--- config.mk ---
export PLATFORM = sky130hd
export DESIGN_NAME = cache_arbiter
export DESIGN_NICKNAME = d
export VERILOG_FILES = /design/src/rtl/rv32i_types.sv /design/src/rtl/cache_arbiter.sv
export SDC_FILE = /design/constraint.sdc
export NUM_CORES = 1
export LEC_CHECK = 0
export ABC_AREA = 1
export CORE_AREA = 2 2 545 547
export CTS_BUF_LIST = sky130_fd_sc_hd__clkbuf_8
export CTS_CLUSTER_DIAMETER = 30
export DETAILED_ROUTE_END_ITERATION = 12
export DIE_AREA = 0 0 547 549
export PLACE_DENSITY = 0.33
export SYNTH_ARGS = -nofsm -noshare
export SYNTH_HDL_FRONTEND = slang
export SYNTH_SLANG_ARGS = --single-unit
--- constraint.sdc ---
create_clock -name clk -period 1.8 [get_ports clk]
set_input_delay 0.54 -clock clk [delete_from_list [all_inputs] [get_ports clk]]
set_output_delay 0.54 -clock clk [all_outputs]
set_load 0.05 [all_outputs]
--- src/rtl/rv32i_types.sv ---
// Shared types for the memory-side blocks of the rv32i core.
// Contents: cache arbiter FSM state enum, arbiter grant record enum and the
// cache line byte-offset width.
package rv32i_types;

    // Number of byte-offset bits in a cache line address (32-byte lines).
    localparam int unsigned LINE_OFFSET = 5;

    typedef enum logic [1:0] {
        IDLE    = 2'd0,
        SERVE_I = 2'd1,
        SERVE_D = 2'd2,
        RESP    = 2'd3
    } arb_state_e;

    typedef enum logic {
        GRANT_I = 1'b0,
        GRANT_D = 1'b1
    } arb_grant_e;

endpackage

--- src/rtl/cache_arbiter.sv ---
// Arbitrates between I-cache and D-cache line requests onto one memory port.
//
// Ports:
//   clk, reset_n                  clock, asynchronous active-low reset
//   i_read, i_address             I-cache fill request (level, held until i_resp)
//   i_rdata, i_resp               I-cache fill data and one-cycle completion pulse
//   d_read, d_write, d_address,   D-cache fill / writeback request
//   d_wdata
//   d_rdata, d_resp               D-cache fill data and one-cycle completion pulse
//   pmem_read, pmem_write,        shared memory request (registered, held until
//   pmem_address, pmem_wdata      pmem_resp)
//   pmem_rdata, pmem_resp         memory data and completion pulse
//
// One transaction at a time: IDLE grants (round robin on conflict), SERVE_x
// holds the memory request until pmem_resp, RESP pulses the matching resp
// output for one cycle while the line buffer drives rdata.
module cache_arbiter
    import rv32i_types::*;
#(
    parameter int unsigned LINE_WIDTH = 256,
    parameter int unsigned ADDR_WIDTH = 32
) (
    input  logic                  clk,
    input  logic                  reset_n,

    input  logic                  i_read,
    input  logic [ADDR_WIDTH-1:0] i_address,
    output logic [LINE_WIDTH-1:0] i_rdata,
    output logic                  i_resp,

    input  logic                  d_read,
    input  logic                  d_write,
    input  logic [ADDR_WIDTH-1:0] d_address,
    input  logic [LINE_WIDTH-1:0] d_wdata,
    output logic [LINE_WIDTH-1:0] d_rdata,
    output logic                  d_resp,

    output logic                  pmem_read,
    output logic                  pmem_write,
    output logic [ADDR_WIDTH-1:0] pmem_address,
    output logic [LINE_WIDTH-1:0] pmem_wdata,
    input  logic [LINE_WIDTH-1:0] pmem_rdata,
    input  logic                  pmem_resp
);

    arb_state_e            state_q;
    arb_grant_e            last_grant_q;
    logic [ADDR_WIDTH-1:0] addr_q;
    logic [LINE_WIDTH-1:0] wdata_q;
    logic [LINE_WIDTH-1:0] line_q;
    logic                  pmem_read_q;
    logic                  pmem_write_q;
    logic                  i_resp_q;
    logic                  d_resp_q;

    logic d_req;
    logic pick_d;

    // D wins when it is the only requester, or on a conflict when I had the
    // previous grant.
    always_comb begin
        d_req  = d_read | d_write;
        pick_d = d_req & (~i_read | (last_grant_q == GRANT_I));
    end

    always_ff @(posedge clk or negedge reset_n) begin
        if (!reset_n) begin
            state_q      <= IDLE;
            last_grant_q <= GRANT_I;
            addr_q       <= '0;
            wdata_q      <= '0;
            line_q       <= '0;
            pmem_read_q  <= 1'b0;
            pmem_write_q <= 1'b0;
            i_resp_q     <= 1'b0;
            d_resp_q     <= 1'b0;
        end else begin
            i_resp_q <= 1'b0;
            d_resp_q <= 1'b0;
            case (state_q)
                IDLE: begin
                    if (pick_d) begin
                        state_q      <= SERVE_D;
                        last_grant_q <= GRANT_D;
                        addr_q       <= d_address;
                        // A write wins over a simultaneous read.
                        if (d_write) begin
                            pmem_write_q <= 1'b1;
                            wdata_q      <= d_wdata;
                        end else begin
                            pmem_read_q  <= 1'b1;
                        end
                    end else if (i_read) begin
                        state_q      <= SERVE_I;
                        last_grant_q <= GRANT_I;
                        addr_q       <= i_address;
                        pmem_read_q  <= 1'b1;
                    end
                end
                SERVE_I, SERVE_D: begin
                    // Requester inputs are ignored here; only memory can end the phase.
                    if (pmem_resp) begin
                        line_q       <= pmem_rdata;
                        pmem_read_q  <= 1'b0;
                        pmem_write_q <= 1'b0;
                        state_q      <= RESP;
                        if (state_q == SERVE_I) begin
                            i_resp_q <= 1'b1;
                        end else begin
                            d_resp_q <= 1'b1;
                        end
                    end
                end
                // No grant here, so a requester dropping after its pulse is not re-served.
                RESP: begin
                    state_q <= IDLE;
                end
                default: begin
                    state_q <= IDLE;
                end
            endcase
        end
    end

    always_comb begin
        pmem_read    = pmem_read_q;
        pmem_write   = pmem_write_q;
        pmem_address = {addr_q[ADDR_WIDTH-1:LINE_OFFSET], {LINE_OFFSET{1'b0}}};
        pmem_wdata   = wdata_q;
        i_rdata      = line_q;
        d_rdata      = line_q;
        i_resp       = i_resp_q;
        d_resp       = d_resp_q;
    end

endmodule

==> impl_metrics.csv <==
group,metric,value,unit
sta,fin_skew,0.0645,ns
place,pre_cts_slack,-0.473,ns
detailed_routing,drc_errors,0,
global_routing,grt_max_degree,58,
detailed_routing,ant_nets,0,
clocking,clockBufferDepth,4,
layout,fillers,32000,
detailed_routing,wl_per_cell,23.4,um
layout,seq_area,0.0140,mm^2
sta,fmax,461,MHz
yosys,synth_compound_area_share,5.65,%
yosys,netlist.area_leader.share,59.0,%
global_routing,antenna_found_initial,105,
floorplan,die_x,547,um
detailed_routing,vias_per_cell,2.79,
yosys,synth-seq-cells,546,
detailed_routing,drt-total-wl,180,mm
clocking,path_clk_slew,0.05,ns
yosys,synth_edf_count,0,
power,power_leakage,0.0241,uW
detailed_routing,drt_iter0_markers,899,
setup_path,required,1.26,ns
sta,setup_viol,872,
floorplan,row_count,200,
sta,timing.final.crit_share,121,%
job,cap_violations,0,
layout,nets,4177,
setup_path,worstSetupEndpointType,"primary output",
yosys,synth.area.top_cells,"dfrtp_1 59%, mux2_2 12%, buf_4 8.5%, nand2_1 6.7%, o21ai_0 5.6%",
global_routing,track_usage,11.7,%
setup_path,crit_buf_inv,1,
floorplan,io_pins,1386,
sta,layout_min_cycle_time,2.17,ns
layout,utilization,18.5,%
yosys,synthAdderAreaFrac,0.108,%
layout,syn2layout_area_growth,136,%
yosys,ys_types,19,
setup_path,start_kind,"register",
yosys,syn_avg_cell_area,10.8,um^2
clocking,htreeDepth,4,
yosys,synth_area,0.0232,mm^2
status,failed_checks,"setup timing",
worst_hold_path,min_path_type,"in2reg",
clocking,root_buffer,"clkbuf_8",
yosys,synth_ff_type,"dfrtp_1",
detailed_routing,via_count,21500,
clocking,clk_latency,0.94,ns
setup_path,max_stage_delay,0.50,ns
sta,rsz0062_at_grt,"true",
sta,report.final.slew_viol_count,0,
sta,finalHoldViolCount,0,
floorplan,die_height,549,um
setup_path,crit_type,"reg2out",
yosys,synth_seq_area_share,59.0,%
yosys,synth_top_family_by_area,"buffers and inverters",
sta,holdWs,0.171,ns
yosys,synth_xor_area_share,0,%
yosys,yosysTopAreaCell,"dfrtp_1",
power,powerDensity,2600,mW/mm^2
setup_path,cp_top_family,"flip-flops",
yosys,synthCells,2138,
setup_path,cp_max_fo,3,
clocking,cts_made_buffers,192,
power,ir_drop,0.00143,V
yosys,yosysMostFrequentCell,"dfrtp_1",
floorplan,core_area,0.295,mm^2
layout,layout-drive-gt1-share,50.3,%
detailed_routing,dr.pass1.iters,6,
layout,multiInputGateArea,0.00623,mm^2
status,outcome,"finished, violations left",
yosys,synthMuxAreaShare,12.4,%
global_routing,grt_remaining_overflow,0,
setup_path,cp.arrival,1.63,ns
floorplan,die_area,0.300,mm^2
clocking,cts_tree,"done",
sta,worst_slack,-0.371,ns
place,gp_congestion,0.808,
yosys,yosys_warnings,0,
layout,final_area,0.0546,mm^2
place,placed_cell_area,0.0477,mm^2
setup_path,path_cells,"buf_12",
setup_path,slowest_stage,"dfrtp_2",
place,dp_hpwl,152,mm
yosys,synth-async-reset-ratio,100,%
place,io_buffers,1370,
yosys,yosys.area_share.simple,7.48,%
clocking,cts_sinks,546,
floorplan,start_util,7.85,%
global_routing,grt_pass1_wl,233,mm
global_routing,grt_pass1_vias,22800,
yosys,yosys-top-cells-count,"546 x dfrtp_1, 412 x nand2_1, 266 x inv_1",
## timing repair
action,4_1_cts,5_1_grt
pin swaps,2,1
endpoints found under the hold margin,545,0
setup buffers,72,40
cloned,25,1
endpoints found under the setup margin,1003,1049
hold buffers,21,0
resized for setup,470,51
## sequential cells by signal, indices dropped and copies added, names as in the netlist
| signal | flops |
|---|---|
| addr_q | 27 |
| d_rdata | 256 |
| d_resp | 1 |
| i_resp | 1 |
| last_grant_q | 1 |
| pmem_read | 1 |
| pmem_wdata | 256 |
| pmem_write | 1 |
| state_q | 2 |
## per-stage QoR
stage	TNS (ns)	power, uW	instances
6_report	-193.88	142000	7702
5_1_grt	-334.20	148000	7686
4_1_cts	-353.85	145000	7658
3_5_place_dp	-183.94	115000	7201
3_3_place_gp	-176.70	115000	7201
2_1_floorplan	0	67300	2142
## layout make-up
class	count	area share, %
Timing Repair Buffer	1615	44.3
Sequential cell	546	25.7
Multi-Input combinational cell	971	11.4
Tap cell	3939	9.02
Clock buffer	241	6.07
Inverter	267	1.84
Clock inverter	101	1.56
Antenna cell	22	0.101
## kinds of logic (layout without fill, tap and decap cells)
group / Yosys count / in the layout
buffers and inverters: 625 / 2224
flip-flops: 546 / 546
AND/OR/NAND/NOR: 449 / 449
AO/OA/AOI/OAI: 259 / 259
multiplexers: 256 / 256
adder cells (fa/ha/maj): 2 / 2
other: 1 / 27
## metal layers
metal / routed length [um] / global-route usage (%) / share of wire (%) / vias to the layer above
li1: - / - / - / 9535
met1: 67200 / 12.7 / 37 / 10200
met2: 85700 / 19.6 / 48 / 1303
met3: 23000 / 6.60 / 13 / 333
met4: 4070 / 2.49 / 2.3 / 52
met5: 351 / 0 / 0.19 / -
## final timing paths
kind,start,to,slack (ns),depth (start not counted)
max,d_rdata[234]$_DFFE_PN0P_,i_rdata[234],-0.37,1
min,d_wdata[72],pmem_wdata[72]$_DFFE_PN0P_,0.17,3
max reg2reg,state_q[1]$_DFFE_PN0P_,d_rdata[134]$_DFFE_PN0P_,-0.09,9
min reg2reg,pmem_wdata[156]$_DFFE_PN0P_,pmem_wdata[156]$_DFFE_PN0P_,0.51,2
max in group asynchronous,reset_n,d_rdata[108]$_DFFE_PN0P_,0.77,4
min in group asynchronous,reset_n,pmem_wdata[74]$_DFFE_PN0P_,0.28,3
## cells in the final DEF (no fill, tap or decap), types with 12 or more instances in the layout
cell type        instances
buf_8                   12
dfrtp_2                293
clkdlybuf4s50_1        570
mux2_4                  59
nand3_1                 29
bufinv_16               12
buf_16                  17
clkbuf_8               241
clkinv_2                33
mux2_2                 197
nand2_1                409
o21ai_0                258
diode_2                 22
inv_1                  308
dfrtp_1                253
buf_4                  134
buf_6                   70
dlygate4sd3_1           21
buf_12                 790
## power breakdown
part,leakage (uW),switching (uW),internal (uW)
logic,0.0154,47300,43100
registers,0.00633,11000,19100
clock network,0.00233,8040,13700
No activity file was read; power rests on OpenSTA's default activity.
